$ cat config.mk
export PLATFORM = sky130hd
export DESIGN_NAME = tone_beacon_tx
export DESIGN_NICKNAME = d
export VERILOG_FILES = /design/src/rtl/tone_beacon_tx.sv
export SDC_FILE = /design/constraint.sdc
export NUM_CORES = 1
export LEC_CHECK = 0
export ABC_AREA = 1
export CORE_MARGIN = 10
export CORE_UTILIZATION = 35
export CTS_CLUSTER_DIAMETER = 50
export CTS_CLUSTER_SIZE = 20
export DETAILED_ROUTE_END_ITERATION = 8
export GPL_TIMING_DRIVEN = 0
export PLACE_DENSITY = 0.5
export SLEW_MARGIN = 5
export SYNTH_ARGS = -nofsm -noshare
export SYNTH_HDL_FRONTEND = slang
export SYNTH_SLANG_ARGS = --single-unit
$ cat constraint.sdc
create_clock -name clk -period 2.3 [get_ports clk]
set_clock_uncertainty 0.15 [all_clocks]
set_input_delay 0.46 -clock clk [delete_from_list [all_inputs] [get_ports clk]]
set_output_delay 0.46 -clock clk [all_outputs]
set_load 0.01 [all_outputs]
$ cat src/rtl/tone_beacon_tx.sv
// Tone-direction beacon transmitter: turns a 3-bit direction command into a
// square-wave burst whose half-period encodes the direction, then a silent gap.
module tone_beacon_tx #(
  parameter int unsigned HALF_STRAIGHT = 25_000,
  parameter int unsigned HALF_LEFT     = 16_667,
  parameter int unsigned HALF_RIGHT    = 12_500,
  parameter int unsigned HALF_BACK     = 10_000,
  parameter int unsigned BURST_CYCLES  = 25_000_000,
  parameter int unsigned GAP_CYCLES    = 12_500_000,
  parameter int unsigned CNT_W         = 32
) (
  input  logic       clk,
  input  logic       rst_n,
  input  logic       cmd_valid,
  input  logic [2:0] cmd_dir,
  input  logic       abort,
  output logic       cmd_ready,
  output logic       tone_out,
  output logic       busy,
  output logic [2:0] active_dir,
  output logic       done
);

  localparam logic [1:0] IDLE  = 2'd0;
  localparam logic [1:0] BURST = 2'd1;
  localparam logic [1:0] GAP   = 2'd2;

  localparam logic [2:0] DIR_STOP = 3'b100;

  localparam logic [CNT_W-1:0] BURST_LAST = CNT_W'(BURST_CYCLES - 1);
  localparam logic [CNT_W-1:0] GAP_LAST   = CNT_W'(GAP_CYCLES - 1);

  logic [1:0]       state_q, state_d;
  logic [CNT_W-1:0] cnt_q, cnt_d;
  logic [CNT_W-1:0] half_cnt_q, half_cnt_d;
  logic [CNT_W-1:0] half_q, half_d;
  logic [2:0]       dir_q, dir_d;
  logic             tone_q, tone_d;
  logic             done_q, done_d;
  logic             busy_q, busy_d;
  logic             ready_q, ready_d;
  logic [2:0]       adir_q, adir_d;
  logic             accept_c;
  logic [CNT_W-1:0] half_sel_c;

  assign accept_c = cmd_valid & ready_q & ~abort;

  // Half-period lookup for the non-STOP directions
  always_comb begin
    half_sel_c = CNT_W'(HALF_STRAIGHT);
    case (cmd_dir[1:0])
      2'b01:   half_sel_c = CNT_W'(HALF_LEFT);
      2'b10:   half_sel_c = CNT_W'(HALF_RIGHT);
      2'b11:   half_sel_c = CNT_W'(HALF_BACK);
      default: half_sel_c = CNT_W'(HALF_STRAIGHT);
    endcase
  end

  always_comb begin
    state_d    = state_q;
    cnt_d      = cnt_q;
    half_cnt_d = half_cnt_q;
    half_d     = half_q;
    dir_d      = dir_q;
    tone_d     = tone_q;
    done_d     = 1'b0;
    case (state_q)
      IDLE: begin
        tone_d = 1'b0;
        // STOP commands are consumed here without starting a burst
        if (accept_c && !cmd_dir[2]) begin
          state_d    = BURST;
          dir_d      = cmd_dir;
          half_d     = half_sel_c;
          tone_d     = 1'b1;
          cnt_d      = '0;
          half_cnt_d = '0;
        end
      end
      BURST: begin
        if (abort) begin
          state_d    = IDLE;
          tone_d     = 1'b0;
          cnt_d      = '0;
          half_cnt_d = '0;
        end else if (cnt_q == BURST_LAST) begin
          // Burst end truncates whatever half-period is in progress
          cnt_d      = '0;
          half_cnt_d = '0;
          tone_d     = 1'b0;
          if (GAP_CYCLES == 0) begin
            state_d = IDLE;
            done_d  = 1'b1;
          end else begin
            state_d = GAP;
          end
        end else begin
          cnt_d = cnt_q + CNT_W'(1);
          if (half_cnt_q == half_q - CNT_W'(1)) begin
            tone_d     = ~tone_q;
            half_cnt_d = '0;
          end else begin
            half_cnt_d = half_cnt_q + CNT_W'(1);
          end
        end
      end
      GAP: begin
        tone_d = 1'b0;
        if (abort) begin
          state_d = IDLE;
          cnt_d   = '0;
        end else if (cnt_q == GAP_LAST) begin
          state_d = IDLE;
          done_d  = 1'b1;
          cnt_d   = '0;
        end else begin
          cnt_d = cnt_q + CNT_W'(1);
        end
      end
      default: begin
        state_d    = IDLE;
        tone_d     = 1'b0;
        cnt_d      = '0;
        half_cnt_d = '0;
      end
    endcase
    busy_d  = (state_d != IDLE);
    ready_d = (state_d == IDLE);
    adir_d  = busy_d ? dir_d : DIR_STOP;
  end

  always_ff @(posedge clk or negedge rst_n) begin
    if (!rst_n) begin
      state_q    <= IDLE;
      cnt_q      <= '0;
      half_cnt_q <= '0;
      half_q     <= '0;
      dir_q      <= DIR_STOP;
      tone_q     <= 1'b0;
      done_q     <= 1'b0;
      busy_q     <= 1'b0;
      ready_q    <= 1'b1;
      adir_q     <= DIR_STOP;
    end else begin
      state_q    <= state_d;
      cnt_q      <= cnt_d;
      half_cnt_q <= half_cnt_d;
      half_q     <= half_d;
      dir_q      <= dir_d;
      tone_q     <= tone_d;
      done_q     <= done_d;
      busy_q     <= busy_d;
      ready_q    <= ready_d;
      adir_q     <= adir_d;
    end
  end

  assign cmd_ready  = ready_q;
  assign tone_out   = tone_q;
  assign busy       = busy_q;
  assign active_dir = adir_q;
  assign done       = done_q;

endmodule

==> flow_metrics.env, run 1 <==
export IMPL_outcome="finished, violations left"
export IMPL_violations="negative setup slack"
export IMPL_synth_seq_cells=85
export IMPL_grt_setup_unrepaired="yes"
export IMPL_slowest_delay_ns=0.45
export IMPL_power_share_sequential_pct=34.6
export IMPL_fin_util_pct=44.3
export IMPL_antenna_found_initial=0
export IMPL_synth_cell_types=40
export IMPL_ir_worst_vdd_uv=343
export IMPL_final_cell_area_um2=7000
export IMPL_avgSynthCellArea_um2=7.04
export IMPL_drt_wirelength_per_cell_um=14.7
export IMPL_io_pins=14
export IMPL_cts_path_max_buffers=2
export IMPL_fp_row_count=46
export IMPL_switching_share_pct=39.6
export IMPL_routed_via_density=4.96
export IMPL_core_um2=15800
export IMPL_ant_nets=0
export IMPL_grt_pass1_wl_mm=25.8
export IMPL_synthCells=797
export IMPL_clk_pin_slew_ns=0.07
export IMPL_dp_slack_ns=-0.675
export IMPL_setup_tns_ns=-9.08
export IMPL_drive_gt1_share_pct=18.3
export IMPL_finalMaxSlewViolations=0
export IMPL_clkPwrFrac_pct=27.6
export IMPL_cts_max_level=3
export IMPL_antenna_cells=0
export IMPL_grt_overflow_total=0
export IMPL_cp_cell_sequence="nor2_4 > nand2_2 > nor2_4 > nand2_4 > inv_4 > ha_4 > nand2_2 > o211ai_1 > nor2_1 > nand3_1 > nor2_1 > nand2_1 > nor2_2 > nand2_4 > nand2_8 > clkbuf_16 > a21oi_2"
export IMPL_drc_errors=0
export IMPL_critPathMaxFanout=8
export IMPL_dieArea_um2=21500
export IMPL_die_x_um=147
export IMPL_syn_area_um2=5610
export IMPL_gp_congestion=0.868
export IMPL_final_cells=1076
export IMPL_crit_start="half_q[3]"
export IMPL_grtUsageTotal_pct=14.4
export IMPL_synthFlopType="dfrtp_1"
export IMPL_hold_slack_ns=0.214
export IMPL_clock_latency_ns=0.35
export IMPL_cap_violations=0
export IMPL_power_frac_comb_pct=37.8
export IMPL_synth_top_cell_area_share_pct=36.6
export IMPL_grt_max_degree=55
export IMPL_num_nets_final=870
export IMPL_power_total_mw=5.32
export IMPL_grt_pass1_vias=5231
export IMPL_yosys_area_top_type="dfrtp_1"
export IMPL_drtIter0Drc=445
export IMPL_crit_type="flop to flop"
export IMPL_synthArstFlopShare_pct=100
export IMPL_slew_headroom_pct=62.6
export IMPL_internal_power_mw=3.21
export IMPL_min_period_ns=2.60
export IMPL_p_per_area_nw_per_um2=759
export IMPL_setup_viol=33
export IMPL_yosys_warnings=0
export IMPL_start_kind="flop"
export IMPL_worstPathBufferInverterCount=2
export IMPL_min_period_over_period_pct=113
export IMPL_drt_first_pass_iters=5
export IMPL_crit_family="simple AND/OR/NAND/NOR gates"
export IMPL_cp_end_kind="flop"
export IMPL_cts_tree="yes"
export IMPL_cp_slowest_cell="dfrtp_2"
export IMPL_syn_num_nets=812
export IMPL_start_util_pct=35.5
export IMPL_min_path_type="input pin to flop"
export IMPL_crit_arrival_ns=2.68
export IMPL_portBuffers=13
export IMPL_power_switching_mw=2.10
export IMPL_vias=5341
export IMPL_p_leak_nw=3.15
export IMPL_setup_slack_ns=-0.302
export IMPL_crit_path_end="half_cnt_q[21]"
export IMPL_area_delta_synth_final_pct=24.8
export IMPL_timing_fmax_mhz=384
export IMPL_r2r_slack_ns=-0.30
export IMPL_place_area_um2=6090
export IMPL_synth_area_leaders="dfrtp_1 (37%), nand2_1 (13%), inv_1 (7.6%)"
export IMPL_r2r_end="half_cnt_q[21]"
export IMPL_reg2reg_depth=17
export IMPL_required_ns=2.38
export IMPL_cts_sinks=85
export IMPL_synth_edf_count=0
export IMPL_place_inst=1027
export IMPL_die_h_um=147
export IMPL_cts_root_buffer="clkbuf_16"
export IMPL_routed_wl_mm=15.8
export IMPL_hold_viol_final=0
export IMPL_synth_seq_area_share_pct=38.0
export IMPL_reg2reg_from="half_q[3]"
export IMPL_worst_pin_slew_ns=0.562
export IMPL_cts_buffers=9
export IMPL_cp_depth=17
export IMPL_hpwlAfterDp_mm=11.6
-- what timing repair did --
item                       4_1_cts  5_1_grt
cloned                           1        3
resized for setup               24       64
pin swaps                        5       25
setup buffers                    8       21
setup endpoints to repair       56       58
hold endpoints to repair        28        0
hold buffers                     1        0
-- sequential cells by signal, indices dropped and copies added (netlist names), 2 cells and up --
register    count
active_dir      3
cnt_q          32
dir_q           3
half_cnt_q     32
half_q          9
state_q         2
-- how the worst min path moves through the flow --
| stage | startpoint | end | slack [ns] | depth (start not counted) |
|---|---|---|---|---|
| floorplan | rst_n | active_dir[0] | 0.01 | 0 |
| global route | abort | done | 0.22 | 2 |
| global placement | dir_q[2] | dir_q[2] | 0.31 | 2 |
| detailed placement | rst_n | busy | 0.29 | 1 |
| finish | abort | done | 0.21 | 2 |
| CTS | dir_q[2] | dir_q[2] | 0.33 | 2 |
-- cells in the mapped netlist (3+ instances only) --
master      n
inv_1     114
ha_1        8
clkbuf_1    6
o21a_1      3
nor2_4      4
nor4_1     12
o21ai_1     3
nand4_1    28
xnor2_1    12
nand3b_1    4
o21ai_0    26
inv_2       4
nor3_1     23
dfstp_2     3
nand2_2     5
buf_2       5
a21oi_1    44
buf_6       3
nand3_1    62
nor2_2     11
nand2_1   188
xor2_1     29
nor2_1     94
dfrtp_1    82
-- cell usage in the layout, fill, tap and decap left out, drive strengths merged, types with 8 or more instances in the layout --
master	n
dfrtp	82
nand3	63
clkdlybuf4s50	11
xnor2	12
a21oi	45
ha	8
clkbuf	17
o21ai	29
xor2	29
nor4	12
inv	123
nand2	195
nor3	25
nand4	28
nor2	110
buf	43
-- layer usage --
metal  vias to the layer above  share of wire [%]  GRT usage [%]  routed length, µm
met5                         -                  0              0                  0
met4                         0                1.6           4.95                258
met3                        23                3.4           2.84                536
met2                        93                 50           24.0               7860
met1                      2552                 45           18.0               7180
li1                       2673                  -              -                  -
-- power by group through the flow --
stage                     sequential [mW]  combinational [mW]  clock, mW
final                                1.84                2.01       1.47
after floorplan                      1.82                1.07          0
after global placement               1.84                1.57          0
after CTS                            1.84                1.69       1.51
after global routing                 1.86                2.22       1.58
after detailed placement             1.85                1.59          0
-- logic make-up after synthesis --
kind of cell	synth area share, %
XOR/XNOR	6.40
AO/OA/AOI/OAI	7.83
buffers and inverters	9.81
flip-flops	38.0
AND/OR/NAND/NOR	36.2
adder cells (fa/ha/maj)	1.78
-- final cells by class --
| type | count | area (µm²) |
|---|---|---|
| repair buffers | 48 | 472 |
| plain buffers | 16 | 131 |
| clock buffers | 9 | 225 |
| flip-flops and latches | 85 | 2140 |
| clock inverters | 7 | 75.1 |
| fillers | 1630 | 8820 |
| inverters | 120 | 460 |
| multi-input cells | 575 | 3230 |
| well taps | 216 | 270 |
No activity file was read; power rests on OpenSTA's default activity.
==> run 2, diff against run 1 <==
CORE_UTILIZATION = 68   (was 35)
PLACE_DENSITY = 0.84   (was 0.5)
clock period = 3.2 ns   (was 2.3 ns; I/O delays follow)
==> run 2 against run 1 <==
The run now ends clean. Clock power down 41%. Largest power group is now sequential cells. Critical path depth unchanged. Sequential share of layout area up 4.3 points. Clock-buffer cell count up 2. Critical endpoint is now half_cnt_q[24]. Critical path type unchanged. Largest cell class unchanged. Sequential power down 29%. Non-clock buffer count down 33. Global-route usage up 8.7 points. Setup slack better by 0.57 ns.
==> flow_metrics.env, run 2 (same netlist as run 1, synthesis figures left out) <==
export IMPL_clkPwrFrac_pct=26.6
export IMPL_routed_via_density=5.82
export IMPL_core_um2=8130
export IMPL_num_nets_final=837
export IMPL_worst_pin_slew_ns=0.678
export IMPL_crit_path_end="half_cnt_q[24]"
export IMPL_outcome="finished, final reports clean"
export IMPL_drt_first_pass_iters=5
export IMPL_hold_viol_final=0
export IMPL_power_share_sequential_pct=39.7
export IMPL_cts_hold_buffers=0
export IMPL_ant_nets=0
export IMPL_clock_latency_ns=0.37
export IMPL_vias=5428
export IMPL_drive_gt1_share_pct=7.86
export IMPL_power_switching_mw=1.27
export IMPL_cp_end_kind="flop"
export IMPL_drc_errors=0
export IMPL_cap_violations=0
export IMPL_dieArea_um2=12300
export IMPL_multi_input_area_um2=2930
export IMPL_io_pins=14
export IMPL_internal_power_mw=2.00
export IMPL_cts_path_max_buffers=2
export IMPL_drt_wirelength_per_cell_um=15.1
export IMPL_finalMaxSlewViolations=0
export IMPL_r2r_slack_ns=0.27
export IMPL_cts_buffers=9
export IMPL_p_leak_nw=2.83
export IMPL_ir_worst_vdd_uv=348
export IMPL_die_x_um=111
export IMPL_setup_slack_ns=0.268
export IMPL_layout_commonest_cell="nand2_1"
export IMPL_final_cell_area_um2=6120
export IMPL_grt_pass1_wl_mm=24.3
export IMPL_min_period_ns=2.93
export IMPL_switching_share_pct=38.8
export IMPL_critPathMaxFanout=10
export IMPL_cts_root_buffer="clkbuf_8"
export IMPL_cts_tree="yes"
export IMPL_gp_congestion=0.958
export IMPL_grt_pass1_vias=5331
export IMPL_place_area_um2=5900
export IMPL_die_h_um=111
export IMPL_reg2reg_from="half_q[12]"
export IMPL_area_delta_synth_final_pct=9.12
export IMPL_nFillCells=643
export IMPL_grtUsageTotal_pct=23.0
export IMPL_antenna_found_initial=0
export IMPL_crit_type="flop to flop"
export IMPL_required_ns=3.34
export IMPL_min_path_type="input pin to asynchronous set/reset pin"
export IMPL_timing_fmax_mhz=341
export IMPL_grt_overflow_total=0
export IMPL_portBuffers=13
export IMPL_mostFrequentLayoutCells="nand2_1 (188), inv_1 (114), nor2_1 (94)"
export IMPL_dp_slack_ns=0.229
export IMPL_routed_wl_mm=14.1
export IMPL_place_inst=916
export IMPL_fp_row_count=33
export IMPL_grt_max_degree=55
export IMPL_antenna_cells=0
export IMPL_crit_arrival_ns=3.07
export IMPL_drtIter0Drc=406
export IMPL_slew_headroom_pct=54.4
export IMPL_reg_top3="cnt_q x32, half_cnt_q x32, half_q x9"
export IMPL_regArea_um2=2130
export IMPL_postCtsSetupBuffers=0
export IMPL_power_frac_comb_pct=33.7
export IMPL_min_period_over_period_pct=91.6
export IMPL_p_per_area_nw_per_um2=533
export IMPL_hpwlAfterDp_mm=10.6
export IMPL_r2r_end="half_cnt_q[24]"
export IMPL_clk_pin_slew_ns=0.10
export IMPL_start_util_pct=69.0
export IMPL_hold_slack_ns=0.0538
export IMPL_setup_viol=0
export IMPL_final_cells=932
export IMPL_cts_sinks=85
export IMPL_start_kind="flop"
export IMPL_grt_setup_unrepaired="no"
export IMPL_fin_util_pct=75.3
export IMPL_cts_max_level=3
export IMPL_reg2reg_depth=17
export IMPL_post_cts_resized=0
export IMPL_crit_start="half_q[12]"
## run 2: cell types whose count changed in the layout (fill, tap and decap cells not counted), moves of 10 or more
cell | previous run | this run
clkbuf_16 | 12 | 0
a21oi_2 | 15 | 1
nand2_1 | 178 | 188
a21oi_1 | 30 | 44
buf_4 | 30 | 3
clkbuf_8 | 0 | 10
## run 2: how the worst min path moves through the flow
| stage | startpoint | to | slack (ns) |
|---|---|---|---|
| 2_1_floorplan | rst_n | active_dir[0] | 0.19 |
| 3_3_place_gp | dir_q[2] | dir_q[2] | 0.31 |
| 3_5_place_dp | dir_q[2] | dir_q[2] | 0.31 |
| 4_1_cts | rst_n | half_q[4] | 0.06 |
| 5_1_grt | rst_n | half_q[4] | 0.06 |
| 6_report | rst_n | half_q[4] | 0.05 |
## run 2: layout make-up
class                   count  share of cell area [%]
repair buffers             14                    2.53
clock inverters             5                    1.37
well taps                 105                    2.15
multi-input cells         575                    47.9
inverters                 120                    7.36
plain buffers              17                    1.63
flip-flops and latches     85                    34.8
clock buffers              11                    2.31
## run 2: layer usage
metal / wire [µm] / GRT usage [%]
met1: 5800 / 27.2
met2: 6950 / 39.2
met3: 774 / 4.27
met4: 529 / 11.4
met5: 0 / 0
## run 2: power groups by stage
stage	logic, mW	clock network [mW]	registers, mW
final	1.10	0.869	1.30
after global routing	1.23	0.922	1.31
after CTS	1.09	0.880	1.29
after detailed placement	1.09	0	1.31
after global placement	1.05	0	1.31
after floorplan	0.746	0	1.30
## run 2: critical path, stage by stage (launching register included)
cell      delay [ns]
dfrtp_1         0.45
nor2_2          0.19
nand2_1         0.16
nor2_4          0.21
nand2_4         0.12
inv_1           0.10
ha_1            0.24
or2_2           0.27
o211ai_1        0.10
nor2_1          0.07
nand3_1         0.09
nor2_1          0.05
nand2_1         0.06
nor2_2          0.04
nand2_2         0.11
nand2_4         0.11
buf_6           0.16
a21oi_1         0.17
## run 2: through the flow
step           TNS [ns]  power [mW]
3_3_place_gp    -128.03        2.36
5_1_grt               0        3.46
6_report              0        3.27
4_1_cts               0        3.27
2_1_floorplan         0        2.05
3_5_place_dp          0        2.40
